## src/rtl/memwb_skid_stage.sv

```systemverilog
// ---------------------------------------------------------------------------
// memwb_skid_stage
//
// Elastic MEM->WB pipeline stage built around a two-slot skid buffer (MAIN and
// SKID). All out_* fields come from MAIN. in_ready is a pure function of the
// registered state, so there is no combinational out_ready -> in_ready path.
// The scalar writeback word is resolved when an entry is captured, so each
// slot holds the final XLEN value and not the raw memory fields.
//
// Optional feature macro: MEMWB_LOAD_ALIGN_EN
//   defined   : loads are lane-selected by in_addr_lo and sign- or zero-
//               extended according to in_load_type (LB/LH/LW/LBU/LHU).
//   undefined : in_ramdata passes through unchanged; in_addr_lo and
//               in_load_type are ignored.
//
// Ports
//   clk, rst_n        clock, asynchronous active-low reset
//   flush_i           squash held and incoming entries (synchronous)
//   in_valid/in_ready MEM-side handshake (in_ready registered)
//   in_result         ALU / forwarded result
//   in_ramdata        raw memory read word
//   in_addr_lo        byte offset of the load address
//   in_load_type      funct3 of the load
//   in_memtoreg       choose memory data over in_result
//   in_regwrite/in_rd scalar write request and destination
//   in_vecwrite/in_vecdata  vector write request and payload
//   out_valid/out_ready     WB-side handshake
//   out_wb_data, out_rd, out_regwrite, out_vecwrite, out_vecdata  head entry
//   out_count         occupancy 0..2
//   flush_drops       saturating count of valid entries discarded by flush
// ---------------------------------------------------------------------------
module memwb_skid_stage #(
    parameter int XLEN   = 32,
    parameter int VLEN   = 64,
    parameter int RD_W   = 5,
    parameter int FCNT_W = 16
) (
    input  logic              clk,
    input  logic              rst_n,
    input  logic              flush_i,
    input  logic              in_valid,
    output logic              in_ready,
    input  logic [XLEN-1:0]   in_result,
    input  logic [XLEN-1:0]   in_ramdata,
    input  logic [1:0]        in_addr_lo,
    input  logic [2:0]        in_load_type,
    input  logic              in_memtoreg,
    input  logic              in_regwrite,
    input  logic [RD_W-1:0]   in_rd,
    input  logic              in_vecwrite,
    input  logic [VLEN-1:0]   in_vecdata,
    output logic              out_valid,
    input  logic              out_ready,
    output logic [XLEN-1:0]   out_wb_data,
    output logic [RD_W-1:0]   out_rd,
    output logic              out_regwrite,
    output logic              out_vecwrite,
    output logic [VLEN-1:0]   out_vecdata,
    output logic [1:0]        out_count,
    output logic [FCNT_W-1:0] flush_drops
);

    typedef struct packed {
        logic [XLEN-1:0] wb_data;
        logic [RD_W-1:0] rd;
        logic            regwrite;
        logic            vecwrite;
        logic [VLEN-1:0] vecdata;
    } slot_t;

    // Encoding equals the occupancy, so out_count is the state register.
    typedef enum logic [1:0] {
        ST_EMPTY = 2'd0,
        ST_ONE   = 2'd1,
        ST_TWO   = 2'd2
    } state_t;

    state_t            state_q, state_d;
    slot_t             main_q, main_d;
    slot_t             skid_q, skid_d;
    logic [FCNT_W-1:0] flush_drops_q, flush_drops_d;

    logic              in_fire;
    logic              out_fire;
    logic [XLEN-1:0]   load_data;
    slot_t             new_slot;

    // -----------------------------------------------------------------------
    // Load data selection
    // -----------------------------------------------------------------------
`ifdef MEMWB_LOAD_ALIGN_EN
    logic [7:0]  ram_byte [4];
    logic [7:0]  sel_byte;
    logic [15:0] sel_half;

    for (genvar gi = 0; gi < 4; gi++) begin : g_byte_lane
        assign ram_byte[gi] = in_ramdata[gi*8 +: 8];
    end

    assign sel_byte = ram_byte[in_addr_lo];
    // Half lane only looks at addr_lo[1]; a misaligned bit 0 is ignored.
    assign sel_half = in_addr_lo[1] ? in_ramdata[31:16] : in_ramdata[15:0];

    always_comb begin
        load_data = in_ramdata;
        case (in_load_type)
            3'b000:  load_data = {{(XLEN-8){sel_byte[7]}}, sel_byte};
            3'b001:  load_data = {{(XLEN-16){sel_half[15]}}, sel_half};
            3'b100:  load_data = {{(XLEN-8){1'b0}}, sel_byte};
            3'b101:  load_data = {{(XLEN-16){1'b0}}, sel_half};
            default: load_data = in_ramdata;
        endcase
    end
`else
    logic unused_align_inputs;
    assign unused_align_inputs = ^{in_addr_lo, in_load_type};
    assign load_data = in_ramdata;
`endif

    // -----------------------------------------------------------------------
    // Handshake and next-state logic
    // -----------------------------------------------------------------------
    assign in_ready = (state_q != ST_TWO);
    assign in_fire  = in_valid & in_ready;
    assign out_fire = (state_q != ST_EMPTY) & out_ready;

    always_comb begin
        new_slot.wb_data  = in_memtoreg ? load_data : in_result;
        new_slot.rd       = in_rd;
        new_slot.regwrite = in_regwrite;
        new_slot.vecwrite = in_vecwrite;
        new_slot.vecdata  = in_vecdata;
    end

    always_comb begin
        state_d = state_q;
        main_d  = main_q;
        skid_d  = skid_q;

        if (flush_i) begin
            // Slot contents are left as-is; only occupancy is cleared.
            state_d = ST_EMPTY;
        end else begin
            case (state_q)
                ST_EMPTY: begin
                    if (in_fire) begin
                        main_d  = new_slot;
                        state_d = ST_ONE;
                    end
                end
                ST_ONE: begin
                    if (in_fire && out_fire) begin
                        main_d = new_slot;
                    end else if (in_fire) begin
                        skid_d  = new_slot;
                        state_d = ST_TWO;
                    end else if (out_fire) begin
                        state_d = ST_EMPTY;
                    end
                end
                ST_TWO: begin
                    if (out_fire) begin
                        main_d  = skid_q;
                        state_d = ST_ONE;
                    end
                end
                default: state_d = ST_EMPTY;
            endcase
        end
    end

    // -----------------------------------------------------------------------
    // Flush drop counter: entries delivered in the flush cycle are not drops.
    // -----------------------------------------------------------------------
    logic [1:0]      drop_add;
    logic [FCNT_W:0] drop_sum;

    always_comb begin
        drop_add      = state_q - {1'b0, out_fire} + {1'b0, in_fire};
        drop_sum      = {1'b0, flush_drops_q} + {{(FCNT_W-1){1'b0}}, drop_add};
        flush_drops_d = flush_drops_q;
        if (flush_i) begin
            flush_drops_d = drop_sum[FCNT_W] ? {FCNT_W{1'b1}} : drop_sum[FCNT_W-1:0];
        end
    end

    // -----------------------------------------------------------------------
    // Registers
    // -----------------------------------------------------------------------
    always_ff @(posedge clk or negedge rst_n) begin
        if (!rst_n) begin
            state_q       <= ST_EMPTY;
            main_q        <= '0;
            flush_drops_q <= '0;
        end else begin
            state_q       <= state_d;
            main_q        <= main_d;
            flush_drops_q <= flush_drops_d;
        end
    end

    // SKID is only ever read while the state says it is occupied.
    always_ff @(posedge clk) begin
        skid_q <= skid_d;
    end

    // -----------------------------------------------------------------------
    // Outputs
    // -----------------------------------------------------------------------
    assign out_count    = state_q;
    assign out_valid    = (state_q != ST_EMPTY);
    assign out_wb_data  = main_q.wb_data;
    assign out_rd       = main_q.rd;
    assign out_regwrite = main_q.regwrite & (main_q.rd != '0);
    assign out_vecwrite = main_q.vecwrite;
    assign out_vecdata  = main_q.vecdata;
    assign flush_drops  = flush_drops_q;

endmodule

```

## config.mk

```make
export PLATFORM = sky130hd
export DESIGN_NAME = memwb_skid_stage
export DESIGN_NICKNAME = d
export VERILOG_FILES = /design/src/rtl/memwb_skid_stage.sv
export SDC_FILE = /design/constraint.sdc
export NUM_CORES = 1
export LEC_CHECK = 0
export ABC_CLOCK_PERIOD_IN_PS = 17050
export CORE_ASPECT_RATIO = 0.5
export CORE_MARGIN = 2
export CORE_UTILIZATION = 43
export CTS_BUF_LIST = sky130_fd_sc_hd__clkbuf_2 sky130_fd_sc_hd__clkbuf_4 sky130_fd_sc_hd__clkbuf_8
export CTS_CLUSTER_DIAMETER = 50
export DETAILED_ROUTE_END_ITERATION = 16
export PLACE_DENSITY = 0.72
export RECOVER_POWER = 25
export SYNTH_ARGS = -nofsm -noshare
export SYNTH_HDL_FRONTEND = slang
export SYNTH_SLANG_ARGS = --single-unit
```

## constraint.sdc

```tcl
create_clock -name clk -period 17.05 [get_ports clk]
set_clock_uncertainty 0.05 [all_clocks]
set_input_delay 3.41 -clock clk [delete_from_list [all_inputs] [get_ports clk]]
set_output_delay 3.41 -clock clk [all_outputs]
set_load 0.01 [all_outputs]
```

==> results.toml <==
[status]
run_status = "complete, but fails checks"
failed_checks = "capacitance limit, slew limit"

[floorplanning]
die_h_um = 114.7
design.core.area_sq_um = 24020
die-width_um = 225.4
initial_core_util_pct = 43.88
placementRows = 40
floorplan.die_area_sq_um = 25860
design.portCount = 269

[sta]
fmax_mhz = 148.9
final_hold_viol_count = 0
rsz0062_at_grt = "false"
total_of_endpoints_with_negative_setup_slack_in_the_final_report = 0
drv_slew = 100
worst-slew-pin-transition_ns = 4.019
fin_hold_ws_ns = 0.4569
final_critical_path_setup_slack_ns = 10.33
finalWorstPathRequiredPeriod_ns = 6.715
setup_total_negative_slack_ns = 0
max_slew_margin_pct = -167.9
finalCritPeriodShare_pct = 39.38

[finish]
sequential_cell_area_sq_um = 6121
final_layout_size_suffix_gt1_share_pct = 15.48
final_cell_count_no_fill = 1382
postLayoutCellArea_sq_um = 13450
syn_to_final_growth_pct = 27.62
final.fill_count = 2039
fin_nets = 1191
multi_input_comb_area_sq_um = 3339

[placement]
placed_area_sq_um = 12690
gp_congestion = 0.8064
total_instance_count_after_detailed_placement = 1316
port_buffers = 263
post-place-ws_ns = 10.33
dp.final_hpwl_mm = 15.46

[yosys]
synth.avg_cell_area_sq_um = 12.14
synth_async_reset_ratio_pct = 54.02
syn_inst_count = 868
synth_compound_area_share_pct = 1.246
simple_logic_cell_fraction_of_the_synthesized_area_pct = 10.14
dominantRegCellSynth = "sky130_fd_sc_hd__dfrtp_1"
syn_area_sq_um = 10540
share_of_synthesized_area_occupied_by_flip_flops_and_latches_pct = 58.07
yosys.area_share.xor_xnor_pct = 0.5817
synthesis.yosys.warnings = 0
post_synth_fa_ha_maj_area_fraction_pct = 0.7835
synth_enable_flop_cells = 103
synth_fp_nets = 1020
synth-seq-cells = 224
synth_mux_area_share_pct = 18.72
synth_cell_type_count = 40
synth_top_family_by_area = "multiplexers"

[detailed_routing]
detailroute.via_count = 6549
ant_nets = 0
drt_drc_violations_left = 0
first_pass_iters = 4
detail_route.iter0.violations = 264
wirelength_mm = 23.80
post_drt_via_cell_ratio = 4.739
wl_per_cell_um = 17.22

[global_routing]
grt_antenna_before_repair = 2
grt_pass1_wl_mm = 37.35
grt.overflow.total = 0
global_route.usage.total_pct = 18.52
first_global_vias = 6885
grt_start_max_net_pins = 74

[setup_path]
required_ns = 17.55
endpoint_kind = "async pin"
worst_r2r_endpoint = "flush_drops[13]$_DFFE_PN0P_"
worstSetupPathType = "in2async"
path_buf_inv = 2
slowest_stage = "sky130_fd_sc_hd__clkbuf_1"
slowest_delay_ns = 2.77
worst_setup_path_start_kind = "input pin"
worst_path_dominant_cell_family = "buffers and inverters"
crit_chain = "clkbuf_1, buf_4"
ff2ff_setup_slack_ns = 13.09
rr_startpoint = "out_count[1]$_DFFE_PN0P_"
path_depth = 2
critical_path_arrival_ns = 7.21
critical_path.max_fanout = 66
ff2ff_path_depth = 13

[clock_network]
cts.clk_slew.worst_paths_ns = 0.06
clock_insertion_delay_worst_skew_ns = 0.52
ctsHtreeMaxLevel = 2
clockRootBuffer = "sky130_fd_sc_hd__clkbuf_8"
tritoncts = "built"
number_of_hold_buffers_added_after_cts = 0
ctsResizeCount = 0
longest_clk_path_bufs = 3
cts.repair_timing.setup_buffer_count = 0
cts.sinks = 224
cts_made_buffers = 36

[power_and_ir_drop]
vdd_drop_max_mv = 0.04909
cellPowerDensity_nw_per_um2 = 119.3
total_leakage_power_nw = 6.092

[hold_path]
hold_path_class = "reg2reg"
worst_hold_path.num_cells = 1
timing.hold.worst_endpoint = "out_vecdata[54]$_DFFE_PN0P_"
min-delay-start = "out_vecdata[54]$_DFFE_PN0P_"

[run]
maxCapViolCount = 2
per-layer routing:
metal / global-route usage [%] / up-vias / wire length [um]
li1: - / 3157 / -
met1: 22.63 / 3208 / 9953
met2: 32.78 / 135 / 12180
met3: 4.131 / 49 / 991
met4: 6.358 / 0 / 675
met5: 0 / - / 0
Yosys cell counts (2+ instances only):
library cell | instances | area, sq um
sky130_fd_sc_hd__buf_1 | 5 | 18.77
sky130_fd_sc_hd__and2_1 | 3 | 18.77
sky130_fd_sc_hd__nor2_1 | 11 | 41.29
sky130_fd_sc_hd__nor3_1 | 2 | 10.01
sky130_fd_sc_hd__dfrtp_1 | 121 | 3028
sky130_fd_sc_hd__and3_1 | 3 | 18.77
sky130_fd_sc_hd__edfxtp_1 | 103 | 3093
sky130_fd_sc_hd__nor4_1 | 2 | 12.51
sky130_fd_sc_hd__buf_2 | 17 | 85.08
sky130_fd_sc_hd__or4_1 | 2 | 15.01
sky130_fd_sc_hd__nor2b_1 | 3 | 18.77
sky130_fd_sc_hd__mux2_2 | 54 | 608.1
sky130_fd_sc_hd__o21ai_0 | 2 | 10.01
sky130_fd_sc_hd__clkbuf_1 | 9 | 33.78
sky130_fd_sc_hd__inv_1 | 39 | 146.4
sky130_fd_sc_hd__nand3_1 | 6 | 30.03
sky130_fd_sc_hd__buf_6 | 5 | 56.30
sky130_fd_sc_hd__mux2_1 | 11 | 123.9
sky130_fd_sc_hd__xnor2_1 | 6 | 52.55
sky130_fd_sc_hd__mux2i_1 | 67 | 670.6
sky130_fd_sc_hd__nand2_1 | 223 | 837.1
sky130_fd_sc_hd__a21oi_1 | 6 | 30.03
sky130_fd_sc_hd__buf_4 | 101 | 758.2
sky130_fd_sc_hd__mux2_4 | 38 | 570.6
sky130_fd_sc_hd__nand2b_1 | 3 | 18.77
sky130_fd_sc_hd__ha_1 | 5 | 62.56
sky130_fd_sc_hd__a31oi_1 | 8 | 50.05
cell type report:
class,instances,area share [%]
antenna,1,0.01860
multi-input combinational,467,24.83
sequential,224,45.50
clock inverter,8,0.5209
clock buffer,57,5.181
timing repair buffer,270,19.89
tap,315,2.930
inverter,40,1.135
sequential cells by signal, indices dropped and copies added (netlist names):
signal        count
out_vecwrite      1
out_count         2
out_vecdata      64
out_rd            5
flush_drops      16
out_wb_data      32
skid_q          103
main_q            1
power breakdown:
group | total, mW | switching, mW | internal [mW]
Combinational | 0.414 | 0.170 | 0.244
Sequential | 0.700 | 0.0498 | 0.651
Clock | 0.491 | 0.215 | 0.276
Total | 1.60 | 0.435 | 1.17
worst max path at each step:
stage	start	to	slack [ns]
final	rst_n	out_vecdata[5]$_DFFE_PN0P_	10.33
after global routing	rst_n	out_vecdata[5]$_DFFE_PN0P_	9.60
after CTS	out_ready	out_vecdata[9]$_DFFE_PN0P_	10.91
after detailed placement	out_ready	out_vecdata[9]$_DFFE_PN0P_	10.33
after global placement	out_ready	out_vecdata[9]$_DFFE_PN0P_	10.41
after floorplan	out_ready	skid_q[0]$_DFFE_PP_	8.21
cell usage in the layout, fill, tap and decap left out, drive strengths merged, types with 8 or more instances in the layout:
master         count
nand2            224
clkdlybuf4s50    189
dfrtp            121
edfxtp           103
mux2             103
dlygate4sd3       73
mux2i             67
clkbuf            59
inv               40
nor2              11
a31oi              8
stage by stage:
| step | total power, mW | util [%] |
|---|---|---|
| final | 1.605 | 55.99 |
| after global routing | 1.692 | 55.99 |
| after CTS | 1.633 | 56.02 |
| after detailed placement | 1.131 | 52.82 |
| after global placement | 1.119 | 52.82 |
| after floorplan | 0.9795 | - |
kinds of logic after synthesis:
logic type	count (synthesis)
AO/OA/AOI/OAI	21
XOR/XNOR	7
adder cells (fa/ha/maj)	6
buffers and inverters	177
flip-flops	224
multiplexers	170
AND/OR/NAND/NOR	263
Note: power is estimated with default switching activity, not from simulation.
